`config.mk`:
```
export PLATFORM = sky130hd
export DESIGN_NAME = logic_gate_pipe
export DESIGN_NICKNAME = d
export VERILOG_FILES = /design/src/rtl/logic_gate_pipe_pkg.sv /design/src/rtl/pipe_stage.sv /design/src/rtl/logic_gate_pipe.sv
export SDC_FILE = /design/constraint.sdc
export NUM_CORES = 1
export LEC_CHECK = 0
export BUFFER_PORTS_ARGS = -buffer_cell sky130_fd_sc_hd__buf_2
export CORE_AREA = 2 2 75 70
export CTS_CLUSTER_SIZE = 30
export DETAILED_ROUTE_END_ITERATION = 10
export DIE_AREA = 0 0 77 72
export PLACE_DENSITY_LB_ADDON = 0.2
export SLEW_MARGIN = 20
export SYNTH_ARGS = -nofsm -noshare
export SYNTH_HDL_FRONTEND = slang
export SYNTH_SLANG_ARGS = --single-unit
```
`constraint.sdc`:
```
create_clock -name clk -period 3.35 [get_ports clk]
set_clock_uncertainty 0.05 [all_clocks]
set_input_delay 0.1675 -clock clk [delete_from_list [all_inputs] [get_ports clk]]
set_output_delay 0.1675 -clock clk [all_outputs]
set_load 0.02 [all_outputs]
```
`src/rtl/logic_gate_pipe_pkg.sv`:
```
// Shared definitions for the two-stage bitwise logic pipeline:
// operation encodings, the illegal-operation code and a decode helper.
package logic_gate_pipe_pkg;

    typedef enum logic [2:0] {
        OP_AND     = 3'd0,
        OP_OR      = 3'd1,
        OP_XOR     = 3'd2,
        OP_NAND    = 3'd3,
        OP_NOR     = 3'd4,
        OP_XNOR    = 3'd5,
        OP_PASS_A  = 3'd6,
        OP_ILLEGAL = 3'd7
    } op_e;

    localparam logic [2:0] OP_ILLEGAL_CODE = 3'd7;
    localparam int         OP_W            = 3;

    // True when the operation code selects a defined gate function.
    function automatic logic is_legal_op(input logic [2:0] op);
        return (op != OP_ILLEGAL_CODE);
    endfunction

endpackage

```
`src/rtl/pipe_stage.sv`:
```
// One pipeline register with its own valid bit and a ready that is
// combinational from the downstream ready, so a full pipeline can
// accept a new item in the same cycle the sink drains one.
module pipe_stage #(
    parameter int W = 8
) (
    input  logic         clk,
    input  logic         rst_n,
    input  logic         in_valid,
    input  logic [W-1:0] in_data,
    output logic         in_ready,
    output logic         out_valid,
    output logic [W-1:0] out_data,
    input  logic         out_ready
);

    logic         valid_r;
    logic [W-1:0] data_r;

    // Ready when empty or when the current item is leaving this cycle.
    assign in_ready  = (!valid_r) || out_ready;
    assign out_valid = valid_r;
    assign out_data  = data_r;

    // Advance when ready; otherwise hold payload and valid stable.
    always_ff @(posedge clk or negedge rst_n) begin
        if (!rst_n) begin
            valid_r <= 1'b0;
            data_r  <= '0;
        end else if (in_ready) begin
            valid_r <= in_valid;
            if (in_valid) begin
                data_r <= in_data;
            end else begin
                data_r <= data_r;
            end
        end else begin
            valid_r <= valid_r;
            data_r  <= data_r;
        end
    end

endmodule

```
`src/rtl/logic_gate_pipe.sv`:
```
// Two-stage valid/ready pipeline applying a bitwise gate to A and B.
// Stage 1 holds the operands, stage 2 holds the result together with
// its reductions and the illegal-operation flag.
module logic_gate_pipe
    import logic_gate_pipe_pkg::*;
#(
    parameter int WIDTH = 8,
    parameter int CNT_W = 16
) (
    input  logic             clk,
    input  logic             rst_n,
    input  logic [WIDTH-1:0] A,
    input  logic [WIDTH-1:0] B,
    input  logic [2:0]       OP,
    input  logic             IN_VALID,
    output logic             IN_READY,
    output logic [WIDTH-1:0] Y,
    output logic             Y_VALID,
    input  logic             Y_READY,
    output logic             RED_AND,
    output logic             RED_OR,
    output logic             ERR,
    output logic [CNT_W-1:0] DONE_CNT
);

    localparam int S1_W = OP_W + 2 * WIDTH;
    localparam int S2_W = WIDTH + 3;

    // Bitwise gate evaluation; the illegal code yields all zeros.
    function automatic logic [WIDTH-1:0] gate_eval(input logic [2:0]       op,
                                                   input logic [WIDTH-1:0] a,
                                                   input logic [WIDTH-1:0] b);
        logic [WIDTH-1:0] r;
        r = '0;
        case (op)
            OP_AND:    r = a & b;
            OP_OR:     r = a | b;
            OP_XOR:    r = a ^ b;
            OP_NAND:   r = ~(a & b);
            OP_NOR:    r = ~(a | b);
            OP_XNOR:   r = ~(a ^ b);
            OP_PASS_A: r = a;
            default:   r = '0;
        endcase
        return r;
    endfunction

    logic [S1_W-1:0]  s1_in_s;
    logic [S1_W-1:0]  s1_data_s;
    logic             s1_valid_s;
    logic [S2_W-1:0]  s2_in_s;
    logic [S2_W-1:0]  s2_data_s;
    logic             s2_ready_s;
    logic [2:0]       s1_op_s;
    logic [WIDTH-1:0] s1_a_s;
    logic [WIDTH-1:0] s1_b_s;
    logic [WIDTH-1:0] res_s;
    logic             err_s;
    logic [CNT_W-1:0] done_cnt_r;

    assign s1_in_s = {OP, A, B};

    pipe_stage #(.W(S1_W)) u_stage1 (
        .clk       (clk),
        .rst_n     (rst_n),
        .in_valid  (IN_VALID),
        .in_data   (s1_in_s),
        .in_ready  (IN_READY),
        .out_valid (s1_valid_s),
        .out_data  (s1_data_s),
        .out_ready (s2_ready_s)
    );

    // Compute the result, flag and reductions from the stage-1 operands.
    always_comb begin
        s1_op_s = s1_data_s[S1_W-1 -: OP_W];
        s1_a_s  = s1_data_s[2*WIDTH-1 -: WIDTH];
        s1_b_s  = s1_data_s[WIDTH-1:0];
        res_s   = gate_eval(s1_op_s, s1_a_s, s1_b_s);
        err_s   = !is_legal_op(s1_op_s);
        s2_in_s = {err_s, |res_s, &res_s, res_s};
    end

    pipe_stage #(.W(S2_W)) u_stage2 (
        .clk       (clk),
        .rst_n     (rst_n),
        .in_valid  (s1_valid_s),
        .in_data   (s2_in_s),
        .in_ready  (s2_ready_s),
        .out_valid (Y_VALID),
        .out_data  (s2_data_s),
        .out_ready (Y_READY)
    );

    assign Y        = s2_data_s[WIDTH-1:0];
    assign RED_AND  = s2_data_s[WIDTH];
    assign RED_OR   = s2_data_s[WIDTH+1];
    assign ERR      = s2_data_s[WIDTH+2];
    assign DONE_CNT = done_cnt_r;

    // Count output transfers; wraps naturally at the counter width.
    always_ff @(posedge clk or negedge rst_n) begin
        if (!rst_n) begin
            done_cnt_r <= '0;
        end else if (Y_VALID && Y_READY) begin
            done_cnt_r <= done_cnt_r + CNT_W'(1);
        end else begin
            done_cnt_r <= done_cnt_r;
        end
    end

endmodule

```
---- Word-level counts from Yosys, hierarchy flattened ----
Cells that the tools add are included.
operators by class
  $add $sub $neg .......................... 1
  multipliers ............................. 0
  div/mod/pow operators ................... 0
  $lt $le $gt $ge ......................... 0
  equal/unequal tests ..................... 7
  shift operators ......................... 0
  multiplexer cells ....................... 1
  bitwise gates (word level) .............. 6
  reductions and logical operators ........ 11
operators with widths
  operator                 number
  $pmux W8 S7              1
  $not A8 Y8               3
  $add A16 B1 Y16 const B  1
  $eq A3 B3 Y1 const B     3
  $and A8 B8 Y8            1
  $or A8 B8 Y8             1
  $reduce_and A8 Y1        1
  $reduce_or A8 Y1         1
  $xor A8 B8 Y8            1
  $eq A3 B2 Y1 const B     2
  $reduce_and A2 Y1        2
  $eq A3 B1 Y1 const B     1
  $logic_not A1 Y1         3
  $logic_not A3 Y1         1
  $ne A3 B3 Y1 const B     1
  $logic_or A1 B1 Y1       2
  $logic_and A1 B1 Y1      1
word-level totals
  register bits after elaboration ......... 48
  latch bits .............................. 0
  RAM bits ................................ 0
  bits in read-only memories .............. 0
  input bits .............................. 23
  logic and storage cells ................. 31
  memories kept ........................... 0

---- Logic depth before layout (Yosys ltp) ----
Gate-level depths: netlist (run 1).
  depth in word-level cells ............... 4
  depth in mapped cells ................... 8
  gate-level depth less buffers ........... 7

---- Modules after synthesis ----
Synthesis (run 1) repeated with hierarchy kept, for this count alone.
unflattened totals
  cell total of the unflattened synthesis .. 241
  area total of the unflattened synthesis .. 2819.0 µm²
by module, submodules not included
  module                 instances  cells each  area an instance (µm²)  seq. area each (µm²)
  logic_gate_pipe        1          171         1510.2                  400.4
  pipe_stage (u_stage1)  1          43          794.5                   500.5
  pipe_stage (u_stage2)  1          27          514.2                   300.3

---- Least setup slack after synthesis (run 1) ----
No wires, ideal clock.
  path type ............................... register to register
  start ................................... register u_stage1.data_r[11], in the netlist u_stage1.out_data[11]
  end ..................................... register u_stage2.data_r[8], in the netlist u_stage2.out_data[8]
  data arrival time ....................... 1.771 ns
  path slack .............................. 1.438 ns
  stages on the path, launching flop included .. 8
  buffers on the path ..................... 0
  cell sequence ........................... dfrtp_1 -> inv_1 -> ha_1 -> mux2_2 -> o211ai_1 -> a311oi_2 -> or3_1 -> o31ai_2
on the way
  word-level cells in the longest chain between the ends .. 4
  elaborated cells between the ends (all ways) .. 8
  classes of those cells .................. mux: 1; bitwise: 6; reduce/logical: 1
RTL lines
  what                                         RTL line                                                             source
  from (decl)                                  pipe_stage.sv:18                                                     logic [W-1:0] data_r;
  from (signal assigned)                       pipe_stage.sv:33                                                     data_r <= in_data;
  from (signal assigned)                       pipe_stage.sv:35                                                     data_r <= data_r;
  from (signal assigned)                       pipe_stage.sv:39                                                     data_r <= data_r;
  $xor A8 B8 Y8, or another cell as far along  logic_gate_pipe.sv:38, logic_gate_pipe.sv:41
  $not A8 Y8, on equally long branches         logic_gate_pipe.sv:41, logic_gate_pipe.sv:39, logic_gate_pipe.sv:40
  $pmux W8 S7 *                                logic_gate_pipe.sv:35                                                case (op)
  $reduce_and A8 Y1 *                          logic_gate_pipe.sv:81                                                s2_in_s = {err_s, |res_s, &res_s, res_s};
  to (signal assigned)                         pipe_stage.sv:33
  to (signal assigned)                         pipe_stage.sv:35
  to (signal assigned)                         pipe_stage.sv:39
  to (decl)                                    pipe_stage.sv:18
Every way passes the cells marked *; elsewhere a longest branch is shown, timed or not.
A chain may end at the register's enable or synchronous reset.

---- Final worst setup path (run 1) ----
  start ................................... register u_stage1.data_r[18], in the netlist u_stage1.out_data[18]
  end ..................................... register u_stage2.data_r[8], in the netlist u_stage2.out_data[8]
on the way
  word-level cells in the longest chain between the ends .. 3
  elaborated cells between the ends (all ways) .. 9
  classes of those cells .................. eq/ne: 6; mux: 1; reduce/logical: 2
RTL lines
  what                                        RTL line
  $eq A3 B3 Y1, or another cell as far along  logic_gate_pipe.sv:35
  $pmux W8 S7 *                               logic_gate_pipe.sv:35
  $reduce_and A8 Y1 *                         logic_gate_pipe.sv:81
Marks and branches as above.

==> run_results.csv, run 1 <==
group,metric,value,unit
global_routing,gr-total-overflow,0,
global_routing,track_usage,0.198,
drt,wl_per_cell,13.3,um
sta,tightest_slew,0.835,ns
finish,layoutNonFillerInstCount,370,
synth,async_flop_share,1.00,
synth,yosys_warnings,0,
clock_network,cts_setup_buffers,0,
synth,synth_edf_count,0,
setup_path,critPathSlowestCell,"dfrtp_1",
global_routing,grt_pass1_wl,8870,um
setup_path,cp.required,3.51,ns
sta,setup_viol,0,
finish,num-fill-cells,425,
synth,synth_cell_type_count,51,
synth,synth_nets,296,
setup_path,startpoint_type,"register",
setup_path,endpoint_kind,"register",
synth,yosys_most_used_dff,"dfrtp_1",
synth,synthMuxAreaShare,0.130,
synth,synth.most_common_cell,"dfrtp_1",
clock_network,htree_levels,2,
synth,synth_top_family_by_area,"simple AND/OR/NAND/NOR gates",
synth,synth_seq_cells,48,
pwr,power.density,583,nW/um2
global_routing,antenna_found_initial,0,
finish,drive_above_1_share,0.285,
synth,synthesis.area,2750,um2
sta,fin_tns_setup,0,ns
floorplan,die_h,72,um
placement,place_ws,1.02,ns
pwr,p_leak,1.51,nW
synth,synth_area_leaders,"dfrtp_1 44%, mux2_2 9.0%, ha_1 7.7%",
floorplan,start_util,0.580,
synth,syn_area_per_cell,10.7,um2
sta,fmax,0.425,GHz
global_routing,grtUsageMet3,0.0361,
setup_path,r2r_start,"u_stage1.out_data[18]",
global_routing,grt_pass1_vias,1903,
sta,max_slew_margin,0.444,
setup_path,crit_type,"register to register",
finish,final_util,0.659,
drt,dr_total_vias,1953,
drt,vias_per_cell,5.28,
floorplan,pin_count,52,
global_routing,grt_util_met2,0.305,
setup_path,cp.arrival,2.52,ns
synth,netlist_top_cells_count,"48 x dfrtp_1, 22 x mux2_2, 20 x nand2_1",
run_status,status,"finished, final reports clean",
clock_network,cts_buffers,5,
synth,synthAdderAreaFrac,0.0773,
placement,placed_cells,361,
flow_run,drv_cap,0,
clock_network,cts_tree,"done",
sta,finalCritPeriodShare,0.703,
sta,finalHoldViolCount,0,
drt,detail-route-antenna-nets,0,
clock_network,root_buffer,"clkbuf_8",
synth,yosys.area.top_type,"dfrtp_1",
sta,rsz0062_at_grt,"no",
synth,yosysSeqAreaShare,0.437,
setup_path,path_max_fanout,19,
drt,drtIter0Drc,115,
sta,finalMaxSlewViolations,0,
finish,antenna_cells,0,
finish,area.growth.synth_to_final,13.6,%
floorplan,num_rows,24,
pwr,ir_worst_vdd,0.356,mV
sta,setup_slack,0.996,ns
setup_path,crit_chain,"buf_4 > mux2i_1 > a21oi_1 > a221o_1 > or3_1 > o31ai_2",
setup_path,worstSetupStartpoint,"u_stage1.out_data[18]",
clock_network,clock-sinks,48,
floorplan,die_x,77,um
worst_hold_path,hold_class,"primary input to register",
synth,synthXorXnorAreaFrac,0.0477,
clock_network,clock_latency,0.30,ns
clock_network,clkTransAtPathRegs,0.09,ns
worst_hold_path,hp-start,"IN_VALID",
placement,hpwl,3670,um
synth,yosys.area.top_type_share,0.437,
synth,synthesis.instances,256,
synth,synth-compound-area-share,0.0991,
setup_path,r2r_slack,1.0,ns
synth,synthSimpleGateAreaFrac,0.152,
floorplan,die-area,5540,um2
setup_path,slowest_delay,0.71,ns
global_routing,grt_util_met1,0.291,
global_routing,grt_max_degree,49,
sta,hold_slack,0.0198,ns
drt,drc_errors,0,
clock_network,cts_buffer_depth,2,
drt,dr.pass1.iters,4,
global_routing,busiest_layer,"met2",
drt,drt_wl_total,4910,um
floorplan,core,4740,um2
finish,fin_nets,344,
sta,finalCriticalPeriod,2.35,ns
placement,gp_congestion,0.800,
placement,io_buffers,51,
## metal layers
| layer | share of wire | vias to the layer above |
|---|---|---|
| met5 | 0 | - |
| met1 | 0.51 | 910 |
| met2 | 0.44 | 47 |
| met3 | 0.049 | 5 |
| met4 | 0.0094 | 0 |
| li1 | - | 991 |
## path summary, 6_finish.rpt
| check | to | depth (start not counted) |
|---|---|---|
| hold reg to reg | DONE_CNT[15] | 1 |
| min in group asynchronous | u_stage1.out_data[1] | 2 |
| hold / removal | u_stage1.out_valid | 2 |
| setup reg to reg | u_stage2.out_data[8] | 6 |
| setup / recovery | u_stage2.out_data[8] | 6 |
| max in group asynchronous | u_stage2.out_data[6] | 2 |
## sequential cells by signal (all words and copies together) (netlist names)
name and flops:
u_stage1.out_data 19, u_stage2.out_valid 1, u_stage2.out_data 11, DONE_CNT 16, u_stage1.out_valid 1
## timing repair
action	in CTS	in global routing
hold endpoints to repair	0	48
hold buffers	0	1
resized for setup	0	0
## cell type report
class,instances,area (um2),share of cell area
Inverter,18,67.6,0.0216
Sequential cell,48,1200,0.384
Timing Repair Buffer,53,275,0.0881
Clock inverter,2,35.0,0.0112
Multi-Input combinational cell,178,1390,0.446
Clock buffer,6,72.6,0.0232
Tap cell,65,81.3,0.0260
## worst max-delay path, delay by kind of cell, from the launching register on
kind            cells  cell delay, ns
simple gates        1            0.33
compound gates      3            0.63
flops               1            0.71
mux                 1            0.22
buf+inv             1            0.34
## through the flow
stage / power (mW) / area, um2
3_3_place_gp: 1.41 / 3010
3_5_place_dp: 1.43 / 3010
4_1_cts: 1.84 / 3110
5_1_grt: 1.95 / 3130
6_report: 1.82 / 3130
2_1_floorplan: 1.26 / 2750
## logic make-up after synthesis
group | Yosys count
muxes | 33
buffers and inverters | 30
xor gates and xnor gates | 15
AOI/OAI and AO/OA | 36
and+or+nand+nor | 77
DFF | 48
adders and majority gates | 17
## cells in the final DEF (no fill, tap or decap), types with 2 or more instances in the layout
| cell | n |
|---|---|
| buf_2 | 50 |
| dfrtp_1 | 48 |
| mux2_2 | 22 |
| nand2_1 | 20 |
| inv_1 | 18 |
| ha_1 | 17 |
| nor2_1 | 12 |
| mux2i_1 | 11 |
| xnor2_1 | 11 |
| nand2b_1 | 9 |
| o21ai_0 | 9 |
| nand3_1 | 7 |
| clkbuf_8 | 5 |
| nand3b_1 | 4 |
| nand4_1 | 4 |
| and2_1 | 4 |
| xor2_1 | 4 |
| a21oi_1 | 3 |
| nor3_1 | 3 |
| o21a_1 | 3 |
| a22oi_1 | 2 |
| a211oi_1 | 2 |
| nor2b_1 | 2 |
| nand4bb_1 | 2 |
| a221o_1 | 2 |
| or2_2 | 2 |
| and3_1 | 2 |
| buf_4 | 2 |
## report_power, final
group / internal, mW / switching (mW)
sequential: 0.687 / 0.122
clock: 0.222 / 0.185
combinational: 0.276 / 0.330
Power figures use the tool's default switching activity.
==> inputs of run 2 (changes only) <==
--- a/config.mk
+++ b/config.mk
@@ -5,11 +5,12 @@
 export SDC_FILE = /design/constraint.sdc
 export NUM_CORES = 1
 export LEC_CHECK = 0
+export ABC_AREA = 1
 export BUFFER_PORTS_ARGS = -buffer_cell sky130_fd_sc_hd__buf_2
-export CORE_AREA = 2 2 75 70
+export CORE_AREA = 2 2 79 73
 export CTS_CLUSTER_SIZE = 30
 export DETAILED_ROUTE_END_ITERATION = 10
-export DIE_AREA = 0 0 77 72
+export DIE_AREA = 0 0 81 75
 export PLACE_DENSITY_LB_ADDON = 0.2
 export SLEW_MARGIN = 20
 export SYNTH_ARGS = -nofsm -noshare
==> constraint.sdc (replaced) <==
create_clock -name clk -period 2.45 [get_ports clk]
set_clock_uncertainty 0.05 [all_clocks]
set_input_delay 0.1225 -clock clk [delete_from_list [all_inputs] [get_ports clk]]
set_output_delay 0.1225 -clock clk [all_outputs]
set_load 0.02 [all_outputs]
==> run_results.csv, run 2 <==
group,metric,value,unit
synth,yosysSeqAreaShare,0.423,
floorplan,pin_count,52,
setup_path,cp.required,2.64,ns
global_routing,track_usage,0.198,
setup_path,path_max_fanout,18,
drt,detail-route-antenna-nets,0,
sta,finalCriticalPeriod,2.12,ns
drt,drc_errors,0,
finish,area.growth.synth_to_final,15.1,%
setup_path,cp.arrival,2.31,ns
setup_path,r2r_slack,0.33,ns
drt,vias_per_cell,4.91,
placement,gp_congestion,0.902,
pwr,power.density,808,nW/um2
sta,max_slew_margin,0.456,
pwr,seqPwrFrac,0.416,
finish,multi_input_area,1390,um2
sta,finalCritPeriodShare,0.865,
drt,dr.pass1.iters,4,
placement,hpwl,4350,um
global_routing,antenna_found_initial,0,
synth,synth_area_leaders,"dfrtp_1 42%, nand2_1 8.9%, ha_1 7.5%",
clock_network,root_buffer,"clkbuf_8",
floorplan,core,5190,um2
synth,netlist_top_cells_count,"67 x nand2_1, 56 x nor2_1, 48 x dfrtp_1",
setup_path,path_buf_inv,0,
synth,synth_cell_type_count,30,
pwr,pwr-share-clk,0.231,
global_routing,grt_max_degree,40,
synth,yosys_warnings,0,
floorplan,start_util,0.546,
floorplan,die_x,81,um
sta,tightest_slew,0.816,ns
finish,layoutNonFillerInstCount,471,
setup_path,critPathSlowestCell,"dfrtp_1",
worst_hold_path,hp-start,"B[5]",
clock_network,cts_buffer_depth,2,
setup_path,crit_type,"register to register",
floorplan,die_h,75,um
synth,yosys.area.top_type_share,0.423,
clock_network,cts_hold_buf,1,
sta,setup_viol,0,
sta,hold_slack,0.0242,ns
global_routing,grt_pass1_wl,9250,um
placement,io_buffers,51,
drt,wl_per_cell,12.0,um
pwr,ir_worst_vdd,0.441,mV
floorplan,die-area,6080,um2
sta,rsz0062_at_grt,"no",
synth,async_flop_share,1.00,
run_status,status,"finished, final reports clean",
pwr,power_frac_comb,0.353,
synth,synth.most_common_cell,"nand2_1",
synth,yosys_most_used_dff,"dfrtp_1",
worst_hold_path,hold_depth,3,
clock_network,clock-sinks,48,
setup_path,slowest_delay,0.88,ns
clock_network,cts_resized,0,
placement,place_area,3130,um2
finish,ff_latch_area,1200,um2
clock_network,clock_latency,0.29,ns
setup_path,ff2ff_path_depth,10,
placement,placed_cells,462,
finish,num-fill-cells,479,
pwr,total_power,2.64,mW
synth,synth_nets,392,
finish,largest_register_ffs,19,
worst_hold_path,min_to,"u_stage1.out_data[5]",
synth,synth_edf_count,0,
setup_path,r2r-end,"u_stage2.out_data[8]",
finish,fin_nets,443,
sta,fmax,0.472,GHz
pwr,intPower,1.64,mW
drt,dr_total_vias,2314,
synth,synthesis.instances,352,
global_routing,gr-total-overflow,0,
synth,synthesis.area,2840,um2
setup_path,endpoint_kind,"register",
finish,antenna_cells,0,
clock_network,htree_levels,2,
worst_hold_path,hold_class,"primary input to register",
drt,drt_wl_total,5640,um
clock_network,cts_buffers,5,
clock_network,cts_setup_buffers,0,
sta,finalMaxSlewViolations,0,
synth,synth_seq_cells,48,
pwr,switchingPower,996,uW
pwr,p_leak,1.78,nW
synth,yosys.area.top_type,"dfrtp_1",
setup_path,r2r_start,"u_stage1.out_data[17]",
setup_path,crit_top_cell,"nand2_1",
sta,finalHoldViolCount,0,
clock_network,clkTransAtPathRegs,0.08,ns
clock_network,cts_tree,"done",
finish,layout.cells.most_common,"nand2_1",
sta,fin_tns_setup,0,ns
global_routing,grt_pass1_vias,2012,
flow_run,drv_cap,0,
setup_path,cp_top_family,"simple AND/OR/NAND/NOR gates",
pwr,switching_share,0.378,
finish,design_area,3260,um2
setup_path,startpoint_type,"register",
setup_path,crit_chain,"nand2_1 > nor2_2 > nand2_1 > o21ai_0 > nor2_1 > nand2_1 > o21ai_1 > nor2_1 > nand2_1 > nand2_1",
finish,final_cell_mix,"67 x nand2_1, 56 x nor2_1, 51 x buf_2",
drt,drtIter0Drc,151,
finish,drive_above_1_share,0.218,
floorplan,num_rows,25,
synth,syn_area_per_cell,8.06,um2
==> run 2: how the worst max path moves through the flow <==
stage | cells past startpoint | startpoint | end | slack [ns]
global route | 10 | u_stage1.out_data[17] | u_stage2.out_data[9] | 0.12
global placement | 10 | u_stage1.out_data[17] | u_stage2.out_data[8] | 0.34
detailed placement | 10 | u_stage1.out_data[17] | u_stage2.out_data[8] | 0.38
CTS | 10 | u_stage1.out_data[17] | u_stage2.out_data[8] | 0.36
finish | 10 | u_stage1.out_data[17] | u_stage2.out_data[8] | 0.33
floorplan | 5 | u_stage2.out_valid | u_stage1.out_data[0] | 0.79
==> run 2: worst min-delay path, stage by stage <==
cell and delay [ns]:
buf_2 0.07, nor2_1 0.03, a21oi_1 0.10
==> run 2: layout make-up <==
class                           instances  area share
Timing Repair Buffer                   55      0.0882
Clock inverter                          1     0.00920
Inverter                               47      0.0548
Tap cell                               67      0.0257
Multi-Input combinational cell        246       0.425
Clock buffer                            7      0.0295
Sequential cell                        48       0.368
==> run 2: cell families (layout without fill, tap and decap cells) <==
kind of cell | count (synthesis) | in the layout | synth area share
AO/OA/AOI/OAI | 34 | 34 | 0.0631
buffers and inverters | 58 | 110 | 0.0878
flip-flops | 48 | 48 | 0.423
multiplexers | 1 | 1 | 0.00397
XOR/XNOR | 15 | 15 | 0.0463
adder cells (fa/ha/maj) | 17 | 17 | 0.0750
AND/OR/NAND/NOR | 179 | 179 | 0.300
==> run 2: per-stage QoR <==
step | setup WS (ns) | util
final | 0.330 | 0.629
after global routing | 0.117 | 0.629
after CTS | 0.356 | 0.629
after detailed placement | 0.379 | 0.602
after global placement | 0.342 | 0.602
after floorplan | 0.793 | -
==> run 2: power groups by stage <==
| stage | Clock (mW) | Sequential (mW) | Combinational, mW |
|---|---|---|---|
| after floorplan | 0 | 1.23 | 0.542 |
| after global placement | 0 | 1.10 | 0.921 |
| after detailed placement | 0 | 1.11 | 0.933 |
| after CTS | 0.625 | 1.10 | 0.937 |
| after global routing | 0.655 | 1.12 | 1.05 |
| final | 0.609 | 1.10 | 0.932 |
==> run 2: routing by layer <==
layer	vias up	wire length, um	part of all wire	GRT usage
met1	1021	2950	0.52	0.308
met4	0	62	0.011	0.0565
met5	-	0	0	0
met2	74	2300	0.41	0.284
met3	9	334	0.059	0.0360
li1	1210	-	-	-
